File: src/rtl/wb_pkg.sv
// wb_pkg: shared Wishbone state encoding, bus widths and slave-select field.
package wb_pkg;
  typedef enum logic [1:0] {IDLE = 2'd0, BUS = 2'd1, RESP = 2'd2} state_t;
  localparam int WB_ADDR_W = 32;
  localparam int WB_DATA_W = 32;
  localparam int SLAVE_SEL_MSB = 15;
  localparam int SLAVE_SEL_LSB = 8;
  function automatic logic [SLAVE_SEL_MSB-SLAVE_SEL_LSB:0] slave_sel(input logic [WB_ADDR_W-1:0] a);
    return a[SLAVE_SEL_MSB:SLAVE_SEL_LSB];
  endfunction
endpackage

File: src/rtl/wb_host_master_if.sv
// wb_host_master_if: host request/response channel plus Wishbone master port.
interface wb_host_master_if;
  import wb_pkg::*;
  logic                 i_req_valid, o_req_ready, i_req_we;
  logic [WB_ADDR_W-1:0] i_req_addr;
  logic [WB_DATA_W-1:0] i_req_wdata;
  logic                 o_rsp_valid, i_rsp_ready, o_rsp_err;
  logic [WB_DATA_W-1:0] o_rsp_rdata;
  logic                 o_wbm_cyc, o_wbm_stb, o_wbm_we, i_wbm_ack;
  logic [WB_ADDR_W-1:0] o_wbm_addr;
  logic [WB_DATA_W-1:0] o_wbm_data, i_wbm_data;
  modport master (
    input  i_req_valid, i_req_we, i_req_addr, i_req_wdata, i_rsp_ready, i_wbm_data, i_wbm_ack,
    output o_req_ready, o_rsp_valid, o_rsp_rdata, o_rsp_err,
           o_wbm_cyc, o_wbm_stb, o_wbm_we, o_wbm_addr, o_wbm_data
  );
  modport slave (
    output i_req_valid, i_req_we, i_req_addr, i_req_wdata, i_rsp_ready, i_wbm_data, i_wbm_ack,
    input  o_req_ready, o_rsp_valid, o_rsp_rdata, o_rsp_err,
           o_wbm_cyc, o_wbm_stb, o_wbm_we, o_wbm_addr, o_wbm_data
  );
endinterface

File: src/rtl/wb_timeout_cnt.sv
// wb_timeout_cnt: saturating cycle counter flagging the last allowed wait cycle.
module wb_timeout_cnt #(
  parameter int TIMEOUT = 255
) (
  input  logic clk,
  input  logic rst,
  input  logic clr,
  input  logic en,
  output logic expired
);
  localparam int W = $clog2(TIMEOUT + 1);
  logic [W-1:0] cnt;
  always_ff @(posedge clk or negedge rst)
    if (!rst) cnt <= '0;
    else if (clr) cnt <= '0;
    else if (en && cnt != W'(TIMEOUT)) cnt <= cnt + W'(1);
  assign expired = cnt == W'(TIMEOUT - 1);
endmodule

File: src/rtl/wb_host_master.sv
// wb_host_master: single-outstanding Wishbone classic master behind a valid/ready host channel.
module wb_host_master import wb_pkg::*; #(
  parameter int NUM_SLAVE = 3,
  parameter int TIMEOUT   = 255
) (
  input  logic              clk,
  input  logic              rst,
  wb_host_master_if.master  bus
);
  state_t               state, state_n;
  logic                 cyc, cyc_n, we, we_n, rvalid, rvalid_n, err, err_n;
  logic                 expired, unmapped;
  logic [WB_ADDR_W-1:0] addr, addr_n;
  logic [WB_DATA_W-1:0] data, data_n, rdata, rdata_n;
  assign unmapped = 32'(slave_sel(bus.i_req_addr)) >= NUM_SLAVE;
  wb_timeout_cnt #(.TIMEOUT(TIMEOUT)) u_tmo (
    .clk     (clk),
    .rst     (rst),
    .clr     (state != BUS),
    .en      (state == BUS),
    .expired (expired)
  );
  always_ff @(posedge clk or negedge rst)
    if (!rst) begin
      state  <= IDLE;
      cyc    <= 1'b0;
      we     <= 1'b0;
      addr   <= '0;
      data   <= '0;
      rvalid <= 1'b0;
      rdata  <= '0;
      err    <= 1'b0;
    end else begin
      state  <= state_n;
      cyc    <= cyc_n;
      we     <= we_n;
      addr   <= addr_n;
      data   <= data_n;
      rvalid <= rvalid_n;
      rdata  <= rdata_n;
      err    <= err_n;
    end
  always_comb begin
    state_n  = state;
    cyc_n    = cyc;
    we_n     = we;
    addr_n   = addr;
    data_n   = data;
    rvalid_n = rvalid;
    rdata_n  = rdata;
    err_n    = err;
    case (state)
      IDLE: if (bus.i_req_valid) begin
        if (unmapped) begin
          state_n  = RESP;
          rvalid_n = 1'b1;
          rdata_n  = '0;
          err_n    = 1'b1;
        end else begin
          state_n = BUS;
          cyc_n   = 1'b1;
          we_n    = bus.i_req_we;
          addr_n  = bus.i_req_addr;
          data_n  = bus.i_req_wdata;
        end
      end
      BUS: if (bus.i_wbm_ack || expired) begin
        state_n  = RESP;
        cyc_n    = 1'b0;
        we_n     = 1'b0;
        rvalid_n = 1'b1;
        rdata_n  = (bus.i_wbm_ack && !we) ? bus.i_wbm_data : '0;
        err_n    = !bus.i_wbm_ack;
      end
      RESP: if (bus.i_rsp_ready) begin
        state_n  = IDLE;
        rvalid_n = 1'b0;
      end
      default: state_n = IDLE;
    endcase
  end
  assign bus.o_req_ready = state == IDLE;
  assign bus.o_rsp_valid = rvalid;
  assign bus.o_rsp_rdata = rdata;
  assign bus.o_rsp_err   = err;
  assign bus.o_wbm_cyc   = cyc;
  assign bus.o_wbm_stb   = cyc;
  assign bus.o_wbm_we    = we;
  assign bus.o_wbm_addr  = addr;
  assign bus.o_wbm_data  = data;
endmodule
File: src/flat_wrapper.sv
// flat-port wrapper written by rule: the top's interface ports become plain ports
module wb_host_master_flat import wb_pkg::*;
#(
  parameter int NUM_SLAVE = 3,
  parameter int TIMEOUT   = 255
)
  (clk, rst, bus_i_req_valid, bus_i_req_we, bus_i_req_addr, bus_i_req_wdata, bus_i_rsp_ready, bus_i_wbm_data, bus_i_wbm_ack, bus_o_req_ready, bus_o_rsp_valid, bus_o_rsp_rdata, bus_o_rsp_err, bus_o_wbm_cyc, bus_o_wbm_stb, bus_o_wbm_we, bus_o_wbm_addr, bus_o_wbm_data);
  wb_host_master_if bus_i ();
  input  logic clk;
  input  logic rst;
  input wire logic [$bits(bus_i.i_req_valid)-1:0] bus_i_req_valid;
  input wire logic [$bits(bus_i.i_req_we)-1:0] bus_i_req_we;
  input wire logic [$bits(bus_i.i_req_addr)-1:0] bus_i_req_addr;
  input wire logic [$bits(bus_i.i_req_wdata)-1:0] bus_i_req_wdata;
  input wire logic [$bits(bus_i.i_rsp_ready)-1:0] bus_i_rsp_ready;
  input wire logic [$bits(bus_i.i_wbm_data)-1:0] bus_i_wbm_data;
  input wire logic [$bits(bus_i.i_wbm_ack)-1:0] bus_i_wbm_ack;
  output wire logic [$bits(bus_i.o_req_ready)-1:0] bus_o_req_ready;
  output wire logic [$bits(bus_i.o_rsp_valid)-1:0] bus_o_rsp_valid;
  output wire logic [$bits(bus_i.o_rsp_rdata)-1:0] bus_o_rsp_rdata;
  output wire logic [$bits(bus_i.o_rsp_err)-1:0] bus_o_rsp_err;
  output wire logic [$bits(bus_i.o_wbm_cyc)-1:0] bus_o_wbm_cyc;
  output wire logic [$bits(bus_i.o_wbm_stb)-1:0] bus_o_wbm_stb;
  output wire logic [$bits(bus_i.o_wbm_we)-1:0] bus_o_wbm_we;
  output wire logic [$bits(bus_i.o_wbm_addr)-1:0] bus_o_wbm_addr;
  output wire logic [$bits(bus_i.o_wbm_data)-1:0] bus_o_wbm_data;
  assign bus_i.i_req_valid = bus_i_req_valid;
  assign bus_i.i_req_we = bus_i_req_we;
  assign bus_i.i_req_addr = bus_i_req_addr;
  assign bus_i.i_req_wdata = bus_i_req_wdata;
  assign bus_i.i_rsp_ready = bus_i_rsp_ready;
  assign bus_i.i_wbm_data = bus_i_wbm_data;
  assign bus_i.i_wbm_ack = bus_i_wbm_ack;
  assign bus_o_req_ready = bus_i.o_req_ready;
  assign bus_o_rsp_valid = bus_i.o_rsp_valid;
  assign bus_o_rsp_rdata = bus_i.o_rsp_rdata;
  assign bus_o_rsp_err = bus_i.o_rsp_err;
  assign bus_o_wbm_cyc = bus_i.o_wbm_cyc;
  assign bus_o_wbm_stb = bus_i.o_wbm_stb;
  assign bus_o_wbm_we = bus_i.o_wbm_we;
  assign bus_o_wbm_addr = bus_i.o_wbm_addr;
  assign bus_o_wbm_data = bus_i.o_wbm_data;
  wb_host_master #(.NUM_SLAVE(NUM_SLAVE), .TIMEOUT(TIMEOUT)) u_core (.clk(clk), .rst(rst), .bus(bus_i));
endmodule
File: config.mk
export PLATFORM = sky130hd
export DESIGN_NAME = wb_host_master_flat
export DESIGN_NICKNAME = d
export VERILOG_FILES = /design/src/rtl/wb_pkg.sv /design/src/rtl/wb_host_master_if.sv /design/src/rtl/wb_timeout_cnt.sv /design/src/rtl/wb_host_master.sv /design/src/flat_wrapper.sv
export SDC_FILE = /design/constraint.sdc
export NUM_CORES = 1
export LEC_CHECK = 0
export ABC_CLOCK_PERIOD_IN_PS = 2470
export BUFFER_PORTS_ARGS = -buffer_cell sky130_fd_sc_hd__buf_4
export CAP_MARGIN = 20
export CORE_MARGIN = 2
export CORE_UTILIZATION = 46
export DETAILED_ROUTE_END_ITERATION = 12
export PLACE_DENSITY = 0.89
export SYNTH_ARGS = -nofsm -noshare
export SYNTH_HDL_FRONTEND = slang
export SYNTH_HIERARCHICAL = 1
export SYNTH_SLANG_ARGS = --single-unit
File: constraint.sdc
create_clock -name clk -period 2.47 [get_ports clk]
set_input_delay 0.247 -clock clk [delete_from_list [all_inputs] [get_ports clk]]
set_output_delay 0.247 -clock clk [all_outputs]
set_load 0.01 [all_outputs]
---- Word-level counts from Yosys, hierarchy flattened ----
Cells that the tools add are included.
storage, ports and cells
  register bits ........................... 110
  output and inout port bits .............. 102
operators by class
  add/subtract/negate cells ............... 1
  magnitude comparators ................... 1
  equal/unequal tests ..................... 10
  muxes and demuxes ....................... 26
  bitwise gates (word level) .............. 1
  reduce and logical (&&, ||, !) cells .... 14
operator list
  cell                 count
  $mux 32              4
  $pmux 32 s2          1
  $mux 8               2
  $mux 1               10
  $add 8x1->8 const B  1
  $eq 8x8->1 const B   1
  $ge 8x2->1 const B   1
  $mux 2               4
  $ne 8x8->1 const B   1
  $reduce_and 4->1     2
  $ne 2x1->1 const B   3
  $ne 2x2->1 const B   3
  $pmux 1 s2           3
  $pmux 2 s3           1
  $reduce_and 3->1     2
  $reduce_and 5->1     1
  $reduce_bool 2->1    2
  $pmux 1 s3           1
  $reduce_bool 3->1    1
  $eq 2x1->1 const B   1
  $eq 2x2->1 const B   1
  $logic_and 1x1->1    2
  $logic_not 1->1      2
  $logic_not 2->1      1
  2 further kinds      2

---- Longest topological paths before layout ----
Gate-level depths: netlist (run 1).
  depth in word-level cells ............... 5
  depth in mapped cells ................... 9
  mapped depth without buffers ............ 7

---- By module ----
Netlist (run 1), hierarchy kept.
by module, submodules not included
  module          instances  cells each  area each (µm²)  seq. area each (µm²)
  wb_host_master  1          247         3,893.7          2,552.4
  wb_timeout_cnt  1          53          495.5            200.2

---- Least setup slack after synthesis (run 1) ----
No wires, ideal clock.
  path type ............................... register to register
  start point ............................. reg u_core.u_tmo.cnt[2]
  end point ............................... reg u_core.rdata[10] (netlist: u_core/bus.o_rsp_rdata[10])
  setup time .............................. 0.121 ns
  arrival time ............................ 1.790 ns
  required time ........................... 2.349 ns
  setup slack ............................. 0.559 ns
  stages on the path, launching flop included .. 10
  clock period less this slack ............ 1.911 ns
  path through ............................ dfrtp_1 and3_1 buf_4 and3_1 or2_2 mux2i_1 or3_1 buf_2 buf_6 a22o_1
on the way
  longest elaborated chain between the ends .. 4
ends and longest elaborated chain
  what                        line                  text
  start, declared             wb_timeout_cnt.sv:12  logic [W-1:0] cnt;
  start signal, assigned      wb_timeout_cnt.sv:16  else if (en && cnt != W'(TIMEOUT)) cnt <= cnt + W'(1);
  $eq 8x8->1                  wb_timeout_cnt.sv:17  assign expired = cnt == W'(TIMEOUT - 1);
  via u_core.expired          wb_host_master.sv:12  logic expired, unmapped;
  $logic_or 1x1->1            wb_host_master.sv:67  BUS: if (bus.i_wbm_ack || expired) begin
  $ne 2x1->1 (no line)        -
  $reduce_and 4->1 (no line)  -
  end signal, assigned        wb_host_master.sv:40  rdata <= rdata_n;
  end, declared               wb_host_master.sv:14  logic [WB_DATA_W-1:0] data, data_n, rdata, rdata_n;
The timed path passes the listed nets, and every way through them passes these cells.
A chain may end at the register's enable or synchronous reset.

---- Worst setup path after layout (run 1) ----
  start point ............................. reg u_core.u_tmo.cnt[2]
  end point ............................... reg u_core.rdata[22] (netlist: u_core/bus.o_rsp_rdata[22])
Same word-level chain as after synthesis.

==> results of run 1 <==
-- synthesized netlist by cell type, types with 3 or more instances --
cell	number
mux2_1	12
and2_1	6
and3_1	4
clkbuf_1	4
buf_4	3
nand3_1	7
a21oi_1	6
mux2_4	11
buf_6	9
mux2_2	37
a22o_1	32
nor2_1	6
nor3_1	4
buf_2	4
nand2_1	6
dfrtp_1	110
inv_1	6
nand4_1	3
-- sequential cells by signal (all words and copies together) (netlist names) --
signal / flops
u_core/bus.o_rsp_valid: 1
u_core/bus.o_rsp_rdata: 32
u_core/u_tmo/cnt: 8
u_core/bus.o_wbm_data: 32
u_core/state: 2
u_core/bus.o_wbm_addr: 32
u_core/bus.o_wbm_cyc: 1
u_core/bus.o_wbm_we: 1
u_core/bus.o_rsp_err: 1
-- cells by family (layout without fill, tap and decap cells) --
family | Yosys count | after routing | synth area share
fa+ha+maj | 2 | 2 | 0.00570
flops | 110 | 110 | 0.627
compound gates | 51 | 51 | 0.0938
mux | 61 | 61 | 0.166
buf+inv | 27 | 234 | 0.0422
simple gates | 49 | 49 | 0.0656
-- what timing repair did --
| action | 4_1_cts | 5_1_grt |
|---|---|---|
| resized for setup | 0 | 0 |
| endpoints found under the hold margin | 25 | 0 |
| hold buffers | 1 | 0 |
-- cell usage in the layout (no fill, tap or decap), types with 5 or more instances in the layout --
cell	instances
nand3_1	7
buf_4	207
mux2_2	37
mux2_4	11
mux2_1	12
nor2_1	5
a22o_1	32
dfrtp_1	110
nand2_1	6
inv_1	6
and2_1	6
clkbuf_8	10
a21oi_1	6
-- layout make-up --
class                   instances  area, um^2
fillers                       671        3040
multi-input cells             163        1450
clock inverters                 6        47.5
inverters                       7        26.3
clock buffers                  10         138
well taps                     129         161
flip-flops and latches        110        2750
repair buffers                211        1620
-- critical path: cells and delay by family, from the launching register on --
kind,cells,cell delay [ns]
AO/OA/AOI/OAI,1,0.27
multiplexers,1,0.07
buffers and inverters,1,0.25
AND/OR/NAND/NOR,4,0.99
flip-flops,1,0.47
-- stage by stage --
| step | utilization | hold WS, ns | setup slack, ns |
|---|---|---|---|
| 3_5_place_dp | 0.650 | 0.182 | 0.351 |
| 5_1_grt | 0.671 | 0.0709 | 0.192 |
| 3_3_place_gp | 0.648 | 0.171 | 0.442 |
| 4_1_cts | 0.671 | 0.0811 | 0.332 |
| 6_report | 0.671 | 0.0955 | 0.306 |
| 2_1_floorplan | - | -0.0486 | 0.559 |
-- routing by layer --
layer / global-route usage / share of wire
met3: 0.0580 / 0.077
met2: 0.354 / 0.52
met1: 0.226 / 0.38
met4: 0.0696 / 0.020
met5: 0 / 0
-- worst max path at each step --
stage	endpoint	slack (ns)	cells past startpoint
CTS	u_core/bus.o_rsp_rdata[22]	0.33	7
floorplan	u_core/bus.o_rsp_rdata[10]	0.56	9
finish	u_core/bus.o_rsp_rdata[22]	0.31	7
global placement	u_core/bus.o_rsp_rdata[6]	0.44	7
global route	u_core/bus.o_rsp_rdata[3]	0.19	7
detailed placement	u_core/bus.o_rsp_rdata[22]	0.35	7
-- power by group through the flow --
stage,Sequential [mW],Clock [mW],Combinational (mW)
final,1.95,0.999,0.510
after detailed placement,1.99,0,0.518
after floorplan,2.02,0,0.139
after global placement,1.98,0,0.502
after global routing,1.96,1.12,0.556
after CTS,1.95,1.04,0.520
==> results.yml, run 1 <==
run_status:
  status: "completed"
timing:
  hold_viol_final: 0
  finalSetupTns_ns: 0
  fmax_mhz: 462
  tightest_slew_ns: 0.528
  fin_skew_ns: 0.0124
  fin_crit_sh: 0.876
  rsz0062_at_grt: "false"
  slew_headroom: 0.647
  period_needed_ns: 2.16
  finalMaxSlewViolations: 0
  setup_viol: 0
layout:
  drive_gt1_frac: 0.558
  fin_cells: 636
  diodes: 0
  finalInstanceArea_um2: 6200
  syn_to_final_growth_pct: 41.2
  final_net_count: 606
grt:
  grt_pass1_vias: 3347
  antenna_found_initial: 0
  grt_usage: 0.198
  grt_pass1_wl_mm: 15.9
  grt_overflow: 0
  grt_max_degree: 60
setup_path:
  required_ns: 2.71
  crit_chain: "and3_1 > and3_1 > or2_2 > mux2i_1 > or3_1 > buf_4 > a22o_1"
  reg2reg_from: "u_core/u_tmo/cnt[2]"
  r2r_slack_ns: 0.31
  path_class: "flop to flop"
  arrival_ns: 2.41
  cpPeakStageDelay_ns: 0.47
  crit_fanout: 35
  path_common_cell: "and3_1"
  slowest_stage: "dfrtp_1"
  startpoint: "u_core/u_tmo/cnt[2]"
  startpoint_type: "flop"
  reg2reg_to: "u_core/bus.o_rsp_rdata[22]"
  crit_path_end_kind: "flop"
  rr_worst_depth: 7
yosys:
  syn_avg_cell_area_um2: 14.6
  synth_cells: 300
  yosys.area.top_type: "dfrtp_1"
  synth-async-reset-ratio: 1.00
  synthFlopType: "dfrtp_1"
  synth.distinct_cells: 43
  ys_ff_latch: 110
  synth_nets: 404
  yosysTopAreaCellShare: 0.627
  synth_edf_count: 0
  synth_warnings: 6
  synth_area_leaders: "dfrtp_1 63%, mux2_2 9.5%, a22o_1 6.4%"
  synth_area_um2: 4390
  ys_seq_area_frac: 0.627
detailed_routing:
  drc: 0
  wl_mm: 10.4
  first_pass_iters: 4
  routedWlPerCell_um: 16.3
  ant_nets: 0
  vias_per_cell: 5.11
  vias: 3253
  drt-initial-drc-count: 101
floorplan:
  initial_utilization: 0.475
  rows: 35
  die_h_um: 102
  ioPinCount: 204
  die-area_um2: 10300
  coreArea_um2: 9240
  die_w_um: 102
worst_hold_path:
  min_to: "u_core/bus.o_rsp_rdata[14]"
  hold_depth: 2
  worstHoldStart: "bus_i_wbm_data[14]"
  hold_path.class: "primary input to flop"
clocking:
  ctsHtreeMaxLevel: 3
  cts-root-buf: "clkbuf_8"
  path_clk_slew_ns: 0.11
  clock_sinks: 110
  cts_buffers: 9
  cts_setup_buffers: 0
  clock_latency_ns: 0.36
  cts_tree: "done"
  cts_buffer_depth: 2
power:
  total_power_mw: 3.46
  seq_power_share: 0.564
  p_switching_mw: 0.864
  p_int_mw: 2.60
  clkPwrFrac: 0.289
  comb_power_share: 0.147
  vdd_drop_max_mv: 0.282
  cellLeakagePower_nw: 3.36
  switching_share: 0.250
  pwr_density_cell_nw_per_um2: 558
place:
  place_area_um2: 6000
  dp_hpwl_mm: 7.86
  io_buffers: 203
  placed_cells: 619
  place_congestion: 0.765
flow_run:
  cap_viol_max_count: 0
Power figures use the tool's default switching activity.
==> inputs of run 2 (changes only) <==
--- a/config.mk
+++ b/config.mk
@@ -5,14 +5,14 @@
 export SDC_FILE = /design/constraint.sdc
 export NUM_CORES = 1
 export LEC_CHECK = 0
+export ABC_AREA = 1
 export ABC_CLOCK_PERIOD_IN_PS = 2470
 export BUFFER_PORTS_ARGS = -buffer_cell sky130_fd_sc_hd__buf_4
 export CAP_MARGIN = 20
 export CORE_MARGIN = 2
-export CORE_UTILIZATION = 46
+export CORE_UTILIZATION = 47
 export DETAILED_ROUTE_END_ITERATION = 12
-export PLACE_DENSITY = 0.89
+export PLACE_DENSITY = 0.9
 export SYNTH_ARGS = -nofsm -noshare
 export SYNTH_HDL_FRONTEND = slang
-export SYNTH_HIERARCHICAL = 1
 export SYNTH_SLANG_ARGS = --single-unit
==> results.yml, run 2 <==
floorplan:
  die-area_um2: 10200
  rows: 35
  die_w_um: 101
  coreArea_um2: 9200
  initial_utilization: 0.483
  ioPinCount: 204
  die_h_um: 101
worst_hold_path:
  min_to: "u_core.bus.o_wbm_addr[1]"
  hold_path.class: "primary input to flop"
  hold_depth: 3
  worstHoldStart: "bus_i_req_addr[1]"
layout:
  final_util: 0.675
  drive_gt1_frac: 0.331
  syn_to_final_growth_pct: 39.8
  fillerInstances: 711
  mostFrequentLayoutCells: "270 x nand2_1, 207 x buf_4, 110 x dfrtp_1"
  fin_cells: 815
  final_net_count: 803
  final_common_cell: "nand2_1"
  diodes: 0
clocking:
  cts-root-buf: "clkbuf_8"
  clock_sinks: 110
  cts_tree: "done"
  cts_setup_buffers: 0
  path_clk_slew_ns: 0.12
  cts_hold_buf: 1
  clock_latency_ns: 0.35
  cts_resized: 0
  ctsHtreeMaxLevel: 3
  cts_buffers: 9
  cts_buffer_depth: 2
yosys:
  synth.distinct_cells: 23
  ys_seq_area_frac: 0.619
  synthFlopType: "dfrtp_1"
  synth_area_um2: 4440
  syn_avg_cell_area_um2: 8.87
  yosysMostFrequentCell: "nand2_1"
  synth_area_leaders: "dfrtp_1 62%, nand2_1 23%, nand3_1 4.1%"
  yosysTopAreaCellShare: 0.619
  synth_nets: 605
  synth_warnings: 0
  yosys.area.top_type: "dfrtp_1"
  synth-async-reset-ratio: 1.00
  yosys-top-cells-count: "270 x nand2_1, 110 x dfrtp_1, 36 x nand3_1"
  ys_ff_latch: 110
  synth_edf_count: 0
  synth_cells: 501
detailed_routing:
  wl_met1_mm: 4.58
  routedWlPerCell_um: 13.4
  top_layer: "met4"
  wl_mm: 10.9
  ant_nets: 0
  first_pass_iters: 5
  vias_per_cell: 4.93
  drt-initial-drc-count: 107
  vias: 4014
  met2_length_mm: 5.27
  drc: 0
  dr_wl_met3_um: 873
timing:
  fin_ws_ns: 0.510
  finalMaxSlewViolations: 0
  period_needed_ns: 1.96
  fmax_mhz: 510
  fin_crit_sh: 0.793
  hold_viol_final: 0
  finalSetupTns_ns: 0
  setup_viol: 0
  slew_headroom: 0.323
  fin_skew_ns: 0.0115
  rsz0062_at_grt: "false"
  tightest_slew_ns: 1.01
power:
  pwr_density_cell_nw_per_um2: 592
  cellLeakagePower_nw: 3.68
  p_switching_mw: 0.984
  clkPwrFrac: 0.309
  comb_power_share: 0.158
  p_int_mw: 2.70
  seq_power_share: 0.533
  switching_share: 0.267
  vdd_drop_max_mv: 0.284
setup_path:
  reg2reg_to: "u_core.bus.o_rsp_rdata[31]"
  path_class: "flop to flop"
  required_ns: 2.71
  arrival_ns: 2.20
  startpoint_type: "flop"
  rr_worst_depth: 9
  r2r_slack_ns: 0.51
  crit_path_end_kind: "flop"
  reg2reg_from: "u_core.u_tmo.cnt[0]"
  crit_fanout: 35
grt:
  grt_max_degree: 65
  grt_usage: 0.207
  grt_overflow: 0
  grt_pass1_wl_mm: 17.1
  antenna_found_initial: 0
  grt_pass1_vias: 3800
flow_run:
  cap_viol_max_count: 0
run_status:
  status: "completed"
place:
  io_buffers: 203
  placed_cells: 798
  dp_hpwl_mm: 8.07
  dp_slack_ns: 0.538
  place_congestion: 0.839
==> run 2: power groups by stage <==
stage / Clock [mW] / Sequential [mW] / Combinational, mW
after CTS: 1.16 / 1.96 / 0.589
after detailed placement: 0 / 1.99 / 0.585
after global placement: 0 / 1.99 / 0.570
final: 1.14 / 1.96 / 0.582
after floorplan: 0 / 2.04 / 0.181
after global routing: 1.22 / 1.97 / 0.644
==> run 2: worst max path at each step <==
| stage | startpoint | to | slack (ns) | depth (start not counted) |
|---|---|---|---|---|
| after floorplan | u_core.u_tmo.cnt[0] | u_core.bus.o_rsp_rdata[24] | 1.06 | 10 |
| after global placement | u_core.u_tmo.cnt[0] | u_core.bus.o_rsp_rdata[15] | 0.64 | 9 |
| after detailed placement | u_core.u_tmo.cnt[0] | u_core.bus.o_rsp_rdata[31] | 0.54 | 9 |
| after CTS | u_core.u_tmo.cnt[0] | u_core.bus.o_rsp_rdata[16] | 0.50 | 9 |
| after global routing | u_core.u_tmo.cnt[0] | u_core.bus.o_rsp_rdata[28] | 0.28 | 9 |
| final | u_core.u_tmo.cnt[0] | u_core.bus.o_rsp_rdata[31] | 0.51 | 9 |
==> run 2: per-stage QoR <==
step	instance area (um^2)	hold slack (ns)	power, mW
2_1_floorplan	4440	-0.0486	2.22
3_5_place_dp	5990	0.365	2.58
5_1_grt	6210	0.0661	3.84
6_report	6210	0.0794	3.68
4_1_cts	6210	0.0633	3.71
3_3_place_gp	5990	0.353	2.56
==> run 2: worst max-delay path: stages, from the launching register on <==
cell,delay [ns]
dfrtp_1,0.39
inv_1,0.13
ha_1,0.16
inv_1,0.04
nor2_1,0.10
nand2_1,0.07
nand2_2,0.10
nand3_2,0.54
nand2_1,0.23
nand2_1,0.07
==> run 2: kinds of logic (layout without fill, tap and decap cells) <==
family | count (synthesis) | after routing | share of synthesized area
fa+ha+maj | 2 | 2 | 0.00563
buf+inv | 43 | 246 | 0.0566
simple gates | 328 | 328 | 0.295
compound gates | 18 | 18 | 0.0236
flops | 110 | 110 | 0.619
==> run 2: area by class of cell <==
cell class                      instances  area [um^2]  share of cell area
Sequential cell                       110         2750               0.443
Timing Repair Buffer                  209         1580               0.255
Multi-Input combinational cell        348         1440               0.232
Tap cell                              111          139              0.0224
Clock buffer                           10          138              0.0222
Inverter                               21         78.8              0.0127
Clock inverter                          6         76.3              0.0123
==> run 2: metal layers <==
| layer | vias up | track usage |
|---|---|---|
| met1 | 1860 | 0.276 |
| met4 | 0 | 0.0800 |
| met5 | - | 0 |
| li1 | 1940 | - |
| met2 | 191 | 0.338 |
| met3 | 23 | 0.0380 |
==> inputs of run 3 (changes only) <==
--- a/config.mk
+++ b/config.mk
@@ -6,7 +6,7 @@
 export NUM_CORES = 1
 export LEC_CHECK = 0
 export ABC_AREA = 1
-export ABC_CLOCK_PERIOD_IN_PS = 2470
+export ABC_CLOCK_PERIOD_IN_PS = 1900
 export BUFFER_PORTS_ARGS = -buffer_cell sky130_fd_sc_hd__buf_4
 export CAP_MARGIN = 20
 export CORE_MARGIN = 2
==> constraint.sdc (replaced) <==
create_clock -name clk -period 1.9 [get_ports clk]
set_input_delay 0.19 -clock clk [delete_from_list [all_inputs] [get_ports clk]]
set_output_delay 0.19 -clock clk [all_outputs]
set_load 0.01 [all_outputs]
==> results.yml, run 3 (same netlist as run 2, synthesis figures left out) <==
run_status:
  status: "completed"
timing:
  hold_viol_final: 0
  rsz0062_at_grt: "false"
  finalMaxSlewViolations: 0
  fmax_mhz: 640
  fin_crit_sh: 0.822
  finalSetupTns_ns: 0
  tightest_slew_ns: 0.596
  slew_headroom: 0.603
  period_needed_ns: 1.56
  fin_skew_ns: 0.0147
  setup_viol: 0
detailed_routing:
  ant_nets: 0
  first_pass_iters: 4
  routedWlPerCell_um: 13.6
  drt-initial-drc-count: 130
  vias_per_cell: 4.82
  wl_mm: 11.1
  vias: 3941
  drc: 0
place:
  place_congestion: 0.859
  io_buffers: 203
  dp_hpwl_mm: 8.01
floorplan:
  die_h_um: 101
  rows: 35
  initial_utilization: 0.483
  die_w_um: 101
  coreArea_um2: 9200
  ioPinCount: 204
  die-area_um2: 10200
setup_path:
  startpoint_type: "flop"
  critPathTopFamily: "simple AND/OR/NAND/NOR gates"
  required_ns: 2.14
  reg2reg_from: "u_core.u_tmo.cnt[0]"
  slowest_stage: "dfrtp_1"
  critical_path_buf_inv_count: 3
  crit_chain: "inv_1 > ha_1 > inv_1 > nor2_1 > nand2_1 > nand2_2 > nand3_2 > buf_12 > nand2_1 > nand2_1"
  reg2reg_to: "u_core.bus.o_rsp_rdata[29]"
  crit_fanout: 35
  path_class: "flop to flop"
  rr_worst_depth: 10
  cpPeakStageDelay_ns: 0.40
  crit_path_end_kind: "flop"
  path_common_cell: "nand2_1"
  arrival_ns: 1.80
  r2r_slack_ns: 0.34
clocking:
  cts-root-buf: "clkbuf_8"
  clock_sinks: 110
  cts_tree: "done"
  ctsHtreeMaxLevel: 3
  cts_buffers: 9
  clock_latency_ns: 0.36
  path_clk_slew_ns: 0.11
  cts_buffer_depth: 2
  cts_resized: 0
power:
  vdd_drop_max_mv: 0.386
  pwr_density_cell_nw_per_um2: 747
  cellLeakagePower_nw: 3.68
grt:
  antenna_found_initial: 0
  grt_pass1_wl_mm: 17.8
  grt_usage: 0.216
  grt_max_degree: 111
  grt_pass1_vias: 3791
  grt_overflow: 0
worst_hold_path:
  worstHoldStart: "bus_i_req_wdata[27]"
  min_to: "u_core.bus.o_wbm_data[27]"
  hold_path.class: "primary input to flop"
  hold_depth: 3
layout:
  final_net_count: 805
  final_util: 0.676
  fillerInstances: 689
  mostFrequentLayoutCells: "270 x nand2_1, 207 x buf_4, 110 x dfrtp_1"
  diodes: 0
  syn_to_final_growth_pct: 39.9
  final_common_cell: "nand2_1"
  drive_gt1_frac: 0.333
flow_run:
  cap_viol_max_count: 0
run 3: cell types whose count changed in the layout (fill, tap and decap cells not counted):
cell        change
clkinv_4        -1
buf_12          +2
clkinv_2        +2
clkbuf_8        -1
clkinvlp_4      +1
bufinv_16       -1
run 3: layer usage:
layer | vias to the layer above | GRT usage | routed length, um | share of wire
met5 | - | 0 | 0 | 0
met4 | 0 | 0.0551 | 90 | 0.0081
met3 | 8 | 0.0414 | 821 | 0.074
met2 | 149 | 0.375 | 5590 | 0.50
met1 | 1840 | 0.282 | 4630 | 0.42
li1 | 1944 | - | - | -
run 3: worst max-delay path by stage:
stage | end | start | cells past startpoint | slack [ns]
floorplan | u_core.bus.o_rsp_rdata[24] | u_core.u_tmo.cnt[0] | 10 | 0.49
global placement | u_core.bus.o_wbm_addr[21] | bus_i_req_addr[11] | 9 | 0.47
detailed placement | u_core.bus.o_rsp_rdata[29] | u_core.u_tmo.cnt[0] | 10 | 0.37
CTS | u_core.bus.o_rsp_rdata[29] | u_core.u_tmo.cnt[0] | 10 | 0.35
global route | u_core.bus.o_rsp_rdata[29] | u_core.u_tmo.cnt[0] | 10 | 0.16
finish | u_core.bus.o_rsp_rdata[29] | u_core.u_tmo.cnt[0] | 10 | 0.34
run 3: what timing repair did:
| action | in CTS | in global routing |
|---|---|---|
| hold endpoints to repair | 110 | 0 |
| buffers inserted | 0 | 0 |
| hold buffers | 1 | 0 |
run 3: report_power, final:
group          internal, mW  switching, mW  leakage (nW)
sequential             2.47         0.0829          1.51
clock                 0.495          0.819        0.0919
combinational         0.384          0.396          2.08
run 3: worst reg2reg max path, delay by kind of cell (launching register included):
family,cells,cell delay [ns]
fa+ha+maj,1,0.17
buf+inv,3,0.35
flops,1,0.40
simple gates,6,0.53
run 3: metrics by stage:
step | instances | cell area, um^2 | hold WS, ns | total power [mW] | setup WS, ns
after floorplan | 501 | 4440 | -0.106 | 2.88 | 0.493
after global placement | 800 | 6030 | 0.300 | 3.35 | 0.470
after detailed placement | 800 | 6030 | 0.312 | 3.38 | 0.368
after CTS | 817 | 6220 | 0.000750 | 4.69 | 0.347
after global routing | 817 | 6220 | 0.0105 | 4.88 | 0.161
final | 817 | 6220 | 0.0192 | 4.64 | 0.338
run 3: cell type report:
class | instances | area, um^2 | area share
Clock buffer | 9 | 124 | 0.0199
Clock inverter | 7 | 55.1 | 0.00886
Inverter | 21 | 78.8 | 0.0127
Multi-Input combinational cell | 348 | 1440 | 0.232
Sequential cell | 110 | 2750 | 0.443
Tap cell | 111 | 139 | 0.0223
Timing Repair Buffer | 211 | 1620 | 0.261
